## src/rtl/latch_sr_pkg.sv

```systemverilog
// Shared definitions for the latch_sr flag-storage bank: forbidden-state
// policy encodings and the synchronizer depth limit.
package latch_sr_pkg;

  typedef enum logic [1:0] {
    POL_NOR      = 2'd0,
    POL_RST_WINS = 2'd1,
    POL_SET_WINS = 2'd2,
    POL_HOLD     = 2'd3
  } policy_e;

  localparam int unsigned MAX_SYNC_STAGES = 3;

endpackage

```

## src/rtl/latch_sr_if.sv

```systemverilog
// Bundle of the set/reset request lines and the stored-value/status outputs.
interface latch_sr_if #(
  parameter int unsigned WIDTH = 1
);

  logic [WIDTH-1:0] S;
  logic [WIDTH-1:0] R;
  logic             err_clr;
  logic [WIDTH-1:0] Q;
  logic [WIDTH-1:0] QN;
  logic [WIDTH-1:0] invalid;
  logic             err_sticky;

  modport master (
    output S, R, err_clr,
    input  Q, QN, invalid, err_sticky
  );

  modport slave (
    input  S, R, err_clr,
    output Q, QN, invalid, err_sticky
  );

endinterface

```

## src/rtl/latch_sr_cell.sv

```systemverilog
// One clocked SR storage bit: optional input synchronizer, state flop with
// configurable S=R=1 response, and a registered invalid flag.
module latch_sr_cell
  import latch_sr_pkg::*;
#(
  parameter int unsigned SYNC_STAGES      = 0,
  parameter int unsigned FORBIDDEN_POLICY = 0
) (
  input  logic i_clk,
  input  logic i_rst_n,
  input  logic i_s,
  input  logic i_r,
  output logic o_q,
  output logic o_qn,
  output logic o_invalid,
  output logic o_forbidden
);

  localparam policy_e POLICY = policy_e'(FORBIDDEN_POLICY[1:0]);

  logic w_s;
  logic w_r;
  logic w_forbidden;
  logic w_next;
  logic r_q;
  logic r_qn;
  logic r_invalid;

  generate
    if (SYNC_STAGES == 0) begin : g_nosync
      assign w_s = i_s;
      assign w_r = i_r;
    end else begin : g_sync
      logic [SYNC_STAGES-1:0] r_s_sync;
      logic [SYNC_STAGES-1:0] r_r_sync;

      always_ff @(posedge i_clk or negedge i_rst_n) begin
        if (!i_rst_n) begin
          r_s_sync <= '0;
          r_r_sync <= '0;
        end else begin
          r_s_sync[0] <= i_s;
          r_r_sync[0] <= i_r;
          for (int unsigned k = 1; k < SYNC_STAGES; k++) begin
            r_s_sync[k] <= r_s_sync[k-1];
            r_r_sync[k] <= r_r_sync[k-1];
          end
        end
      end

      assign w_s = r_s_sync[SYNC_STAGES-1];
      assign w_r = r_r_sync[SYNC_STAGES-1];
    end
  endgenerate

  assign w_forbidden = w_s & w_r;

  always_comb begin
    w_next = r_q;
    unique case ({w_s, w_r})
      2'b10:   w_next = 1'b1;
      2'b01:   w_next = 1'b0;
      2'b11: begin
        unique case (POLICY)
          POL_NOR, POL_RST_WINS: w_next = 1'b0;
          POL_SET_WINS:          w_next = 1'b1;
          POL_HOLD:              w_next = r_q;
          default:               w_next = r_q;
        endcase
      end
      default: w_next = r_q;
    endcase
  end

  // NOR policy clears the state too, so the cycle after the forbidden pair
  // always resumes from Q=0/QN=1 rather than from an ambiguous level.
  always_ff @(posedge i_clk or negedge i_rst_n) begin
    if (!i_rst_n) begin
      r_q       <= 1'b0;
      r_qn      <= 1'b1;
      r_invalid <= 1'b0;
    end else begin
      r_q       <= w_next;
      r_qn      <= (w_forbidden && (POLICY == POL_NOR)) ? 1'b0 : ~w_next;
      r_invalid <= w_forbidden;
    end
  end

  assign o_q         = r_q;
  assign o_qn        = r_qn;
  assign o_invalid   = r_invalid;
  assign o_forbidden = w_forbidden;

endmodule

```

## src/rtl/latch_sr.sv

```systemverilog
// Bank of WIDTH independent clocked SR cells with a sticky flag recording
// any sampled S=R=1 since reset or the last err_clr.
module latch_sr
  import latch_sr_pkg::*;
#(
  parameter int unsigned WIDTH            = 1,
  parameter int unsigned SYNC_STAGES      = 0,
  parameter int unsigned FORBIDDEN_POLICY = 0
) (
  input  logic       clk,
  input  logic       rst_n,
  latch_sr_if.slave  bus
);

  localparam int unsigned SYNC_EFF =
    (SYNC_STAGES > MAX_SYNC_STAGES) ? MAX_SYNC_STAGES : SYNC_STAGES;

  logic [WIDTH-1:0] w_forbidden;
  logic             r_err_sticky;

  generate
    for (genvar gi = 0; gi < int'(WIDTH); gi++) begin : g_cell
      latch_sr_cell #(
        .SYNC_STAGES      (SYNC_EFF),
        .FORBIDDEN_POLICY (FORBIDDEN_POLICY)
      ) u_cell (
        .i_clk       (clk),
        .i_rst_n     (rst_n),
        .i_s         (bus.S[gi]),
        .i_r         (bus.R[gi]),
        .o_q         (bus.Q[gi]),
        .o_qn        (bus.QN[gi]),
        .o_invalid   (bus.invalid[gi]),
        .o_forbidden (w_forbidden[gi])
      );
    end
  endgenerate

  // Keyed on the forbidden pair being captured this edge, so the flag rises
  // together with invalid and a coincident clear cannot mask it.
  always_ff @(posedge clk or negedge rst_n) begin
    if (!rst_n) begin
      r_err_sticky <= 1'b0;
    end else if (|w_forbidden) begin
      r_err_sticky <= 1'b1;
    end else if (bus.err_clr) begin
      r_err_sticky <= 1'b0;
    end
  end

  assign bus.err_sticky = r_err_sticky;

endmodule

```

## src/flat_wrapper.sv

```systemverilog
// flat-port wrapper written by rule: the top's interface ports become plain ports
module latch_sr_flat import latch_sr_pkg::*;
#(
  parameter int unsigned WIDTH            = 1,
  parameter int unsigned SYNC_STAGES      = 0,
  parameter int unsigned FORBIDDEN_POLICY = 0
)
  (clk, rst_n, bus_S, bus_R, bus_err_clr, bus_Q, bus_QN, bus_invalid, bus_err_sticky);
  latch_sr_if #(.WIDTH(WIDTH)) bus_i ();
  input  logic clk;
  input  logic rst_n;
  input wire logic [$bits(bus_i.S)-1:0] bus_S;
  input wire logic [$bits(bus_i.R)-1:0] bus_R;
  input wire logic [$bits(bus_i.err_clr)-1:0] bus_err_clr;
  output wire logic [$bits(bus_i.Q)-1:0] bus_Q;
  output wire logic [$bits(bus_i.QN)-1:0] bus_QN;
  output wire logic [$bits(bus_i.invalid)-1:0] bus_invalid;
  output wire logic [$bits(bus_i.err_sticky)-1:0] bus_err_sticky;
  assign bus_i.S = bus_S;
  assign bus_i.R = bus_R;
  assign bus_i.err_clr = bus_err_clr;
  assign bus_Q = bus_i.Q;
  assign bus_QN = bus_i.QN;
  assign bus_invalid = bus_i.invalid;
  assign bus_err_sticky = bus_i.err_sticky;
  latch_sr #(.WIDTH(WIDTH), .SYNC_STAGES(SYNC_STAGES), .FORBIDDEN_POLICY(FORBIDDEN_POLICY)) u_core (.clk(clk), .rst_n(rst_n), .bus(bus_i));
endmodule
```

## config.mk

```make
export PLATFORM = sky130hd
export DESIGN_NAME = latch_sr_flat
export DESIGN_NICKNAME = d
export VERILOG_FILES = /design/src/rtl/latch_sr_pkg.sv /design/src/rtl/latch_sr_if.sv /design/src/rtl/latch_sr_cell.sv /design/src/rtl/latch_sr.sv /design/src/flat_wrapper.sv
export SDC_FILE = /design/constraint.sdc
export NUM_CORES = 1
export LEC_CHECK = 0
export CORE_AREA = 2 2 39 41
export CTS_BUF_LIST = sky130_fd_sc_hd__clkbuf_4 sky130_fd_sc_hd__clkbuf_8
export CTS_CLUSTER_DIAMETER = 80
export DETAILED_ROUTE_END_ITERATION = 10
export DIE_AREA = 0 0 41 43
export GPL_TIMING_DRIVEN = 0
export SLEW_MARGIN = 20
export SYNTH_ARGS = -nofsm -noshare
export SYNTH_HDL_FRONTEND = slang
export SYNTH_SLANG_ARGS = --single-unit
```

## constraint.sdc

```tcl
create_clock -name clk -period 1.3 [get_ports clk]
set_input_delay 0.13 -clock clk [delete_from_list [all_inputs] [get_ports clk]]
set_output_delay 0.13 -clock clk [all_outputs]
set_load 0.05 [all_outputs]
```

Word level (Yosys, flattened, before mapping)
Cells that the tools add are included.
Widths: inputs -> output; s select.
- register bits after elaboration: 4
- input port bits: 5
- output and inout bits: 4
- logic and storage cells: 15
- eq/ne operators: 3
- muxes and demuxes: 4
- bitwise gates (word level): 2
- reduce and logical (&&, ||, !) cells: 2
- operator list (kind ; count):
    $eq 2x2->1 const B ; 2
    $mux 1 ; 3
    $eq 2x1->1 const B ; 1
    $pmux 1 s2 ; 1
    $reduce_bool 2->1 ; 1
    $reduce_or 2->1 ; 1
    $and 1x1->1 ; 1
    $not 1->1 ; 1

Longest topological paths before layout
- depth in word-level cells: 5
- gate-level depth with buffers: 2
- depth with buffers taken out: 2

Hierarchy
A second synthesis with hierarchy kept.
- cells, all modules: 11
- area, all modules: 140.1 µm²
- by module, submodules not included (module ; instances ; cells each ; area an instance (µm²) ; sequential area each (µm²)):
    latch_sr_cell ; 1 ; 8 ; 103.8 ; 76.3
    latch_sr ; 1 ; 3 ; 36.3 ; 25.0

Worst setup path after synthesis
OpenSTA, ideal clock, no wires.
- kind: flip-flop to flip-flop
- from: register, netlist name u_core.bus.err_sticky
- to: register u_core.r_err_sticky, in the netlist u_core.bus.err_sticky
- setup time: 118 ps
- arrival time: 775 ps
- required time: 1182 ps
- setup slack: 407 ps
- stages on the path, launching flop included: 2
- buffers on the path: 0
- path through: dfrtp_1 -> a21o_1
- RTL lines (element ; RTL line ; text):
    to (signal assigned) ; latch_sr.sv:43 ; r_err_sticky <= 1'b0;
    to (signal assigned) ; latch_sr.sv:45 ; r_err_sticky <= 1'b1;
    to (signal assigned) ; latch_sr.sv:47 ; r_err_sticky <= 1'b0;
    to (decl) ; latch_sr.sv:19 ; logic r_err_sticky;

Worst setup path after layout
- from: register u_core.g_cell[0].u_cell.r_q
- to: output port bus_Q
- RTL lines (element ; RTL line ; text):
    from (decl) ; latch_sr_cell.sv:25 ; logic r_q;
    from (signal assigned) ; latch_sr_cell.sv:83 ; r_q <= w_next;
    to (decl) ; flat_wrapper.sv:15 ; output wire logic [$bits(bus_i.Q)-1:0] bus_Q;
No word-level cell between the ends.

==> results.py <==
metrics = {
    "status": {
        "outcome": "complete, no violations",
    },
    "yosys": {
        "syn-cell-area_um2": 137.6,
        "synth.distinct_cells": 7,
        "ys_seq_area_frac": 0.7364,
        "synth-xor-area-share": 0,
        "ys_seq_elements": 4,
        "synth_compound_area_frac": 0.09091,
        "synth-simple-area-share": 0.1182,
        "synth_mux_area_frac": 0,
        "syn_nets": 16,
        "synthAdderAreaFrac": 0,
        "yosys_warnings": 0,
        "synth_cells": 11,
        "synth_top_family_by_area": "simple AND/OR/NAND/NOR gates",
        "synth_area_per_cell_um2": 12.51,
    },
    "timing": {
        "fin_hold_ws_ns": 0.08672,
        "hold_viol_final": 0,
        "final_max_slew_viol_count": 0,
        "post-route-min-period_ns": 1.241,
        "setup_viol": 0,
        "fmax_mhz": 805.6,
        "rsz0062_at_grt": "false",
        "finalCritPeriodShare": 0.9549,
        "maxSlewHeadroom": 0.6793,
        "finClkSkew_ns": 0.00003600,
        "worstMarginPinSlew_ns": 0.4830,
    },
    "pwr": {
        "vdd_ir_drop_max_mv": 0.1912,
        "total_power_mw": 0.3973,
        "power.density_mw_per_mm2": 1498,
        "leakage_nw": 0.1341,
    },
    "global_route": {
        "grtUsageTotal": 0.03811,
        "grt_pass1_vias": 110,
        "grt_pass1_wl_um": 338,
        "antenna_found_initial": 0,
        "grt_remaining_overflow": 0,
        "grt_max_degree": 5,
    },
    "setup_path": {
        "cp-endpoint": "bus_Q",
        "worstSetupStartpoint": "u_core.g_cell[0].u_cell.o_q",
        "cp-end-kind": "primary output",
        "reg2reg_setup_slack_ns": 0.66,
        "crit_path_top_delay_cell": "dlygate4sd2_1",
        "crit_family": "buffers and inverters",
        "reg2reg_to": "u_core.bus.err_sticky",
        "cp_slowest_stage_delay_ns": 0.53,
        "reg2reg_from": "u_core.bus.err_sticky",
        "path_buf_inv": 1,
        "crit_chain": "dlygate4sd2_1",
        "critPathMaxFanout": 3,
        "reg2regPathDepth": 1,
        "critPathArrivalTime_ns": 1.11,
        "cp_num_cells": 1,
        "start_kind": "register",
        "path_class": "register to primary output",
        "cp.required_ns": 1.17,
    },
    "final_layout": {
        "diodes": 0,
        "synthToLayoutAreaGrowth_pct": 92.73,
        "fillCellCount": 158,
        "layout.nets": 29,
        "final_cell_mix": "clkbuf_4, clkdlybuf4s50_1, dlygate4sd2_1, dfrtp_1",
        "drive_gt1_frac": 0.3043,
        "finalInstanceArea_um2": 265.3,
        "fin_util": 0.1917,
        "final_cells": 39,
    },
    "job": {
        "maxCapViolCount": 0,
    },
    "route": {
        "wl_um": 242,
        "drtAntennaViolNets": 0,
        "dr.pass1.iters": 1,
        "vias": 118,
        "drt-initial-drc-count": 0,
        "post_drt_wl_per_cell_um": 6.205,
        "avgViaCountPerCell": 3.026,
        "remaining_drc_errors": 0,
    },
    "clock_network": {
        "cts_buffers": 3,
        "cts_tree": "built",
        "cts.sinks": 4,
        "clock_latency_ns": 0.23,
        "clockRootBuffer": "clkbuf_4",
        "h-tree-depth": 1,
        "path_clk_slew_ns": 0.04,
        "cts_buffer_depth": 2,
    },
    "floorplan": {
        "pin_count": 9,
        "die_h_um": 43,
        "placement_rows": 14,
        "die_x_um": 41,
        "start_util": 0.09946,
        "core_area_mm2": 0.001384,
        "dieArea_mm2": 0.001763,
    },
    "place": {
        "port_buffers": 8,
        "place_hpwl_um": 189.9,
        "placed_cell_area_um2": 237.7,
        "placedCellCount": 35,
        "place.gp.congestion": 0.4391,
    },
    "worst_hold_path": {
        "worstHoldPathType": "input pin to asynchronous set/reset pin",
    },
}
[logic make-up (layout without fill, tap and decap cells)]
group	after synthesis	after routing
AND/OR/NAND/NOR	3	3
flip-flops	4	4
AO/OA/AOI/OAI	2	2
buffers and inverters	2	14
[registers in the layout (all words and copies together), names as in the netlist]
register	count
u_core.bus.err_sticky	1
u_core.g_cell.u_cell.o_invalid	1
u_core.g_cell.u_cell.o_q	1
u_core.g_cell.u_cell.o_qn	1
[metrics by stage]
step | setup slack, ns | TNS (ns)
finish | 0.05869 | 0
CTS | 0.03747 | 0
floorplan | 0.4067 | 0
global route | 0.004240 | 0
global placement | -0.1072 | -0.1072
detailed placement | -0.1098 | -0.1098
[what timing repair did]
item | CTS | global route
buffers inserted | 0 | 0
endpoints found under the setup margin | 4 | 0
resized for setup | 6 | 0
hold buffers | 0 | 0
[per-layer routing]
metal	share of wire	vias to the layer above	GRT usage
met1	0.22	54	0.009615
met4	0	0	0.1000
met5	0	-	0
met3	0.15	0	0.01571
met2	0.63	6	0.05313
li1	-	58	-
[where the power goes]
| part | internal (mW) | switching, mW | total [mW] |
|---|---|---|---|
| clock | 0.136 | 0.0552 | 0.191 |
| combinational | 0.0250 | 0.0425 | 0.0675 |
| sequential | 0.135 | 0.00316 | 0.138 |
[how the worst min path moves through the flow]
stage	end	cells past startpoint	startpoint	slack, ns
3_5_place_dp	u_core.g_cell[0].u_cell.o_invalid	1	rst_n	0.34
2_1_floorplan	u_core.bus.err_sticky	0	rst_n	-0.17
5_1_grt	u_core.g_cell[0].u_cell.o_invalid	1	rst_n	0.09
3_3_place_gp	u_core.g_cell[0].u_cell.o_invalid	1	rst_n	0.34
4_1_cts	u_core.g_cell[0].u_cell.o_invalid	1	rst_n	0.08
6_report	u_core.g_cell[0].u_cell.o_invalid	1	rst_n	0.09
[synthesized netlist by cell type]
cell type / instances / area share
a21oi_1: 1 / 0.036
inv_1: 2 / 0.055
dfrtp_1: 3 / 0.55
and2_4: 1 / 0.064
a21o_1: 1 / 0.055
nor2_1: 2 / 0.055
dfstp_2: 1 / 0.19
[layout make-up]
cell class / instances / area (µm²) / share of cell area
well taps: 16 / 20.02 / 0.07547
inverters: 2 / 7.507 / 0.02830
clock buffers: 4 / 30.03 / 0.1132
multi-input cells: 5 / 28.78 / 0.1085
repair buffers: 8 / 77.57 / 0.2925
flip-flops and latches: 4 / 101.3 / 0.3821
Note: power is estimated with default switching activity, not from simulation.
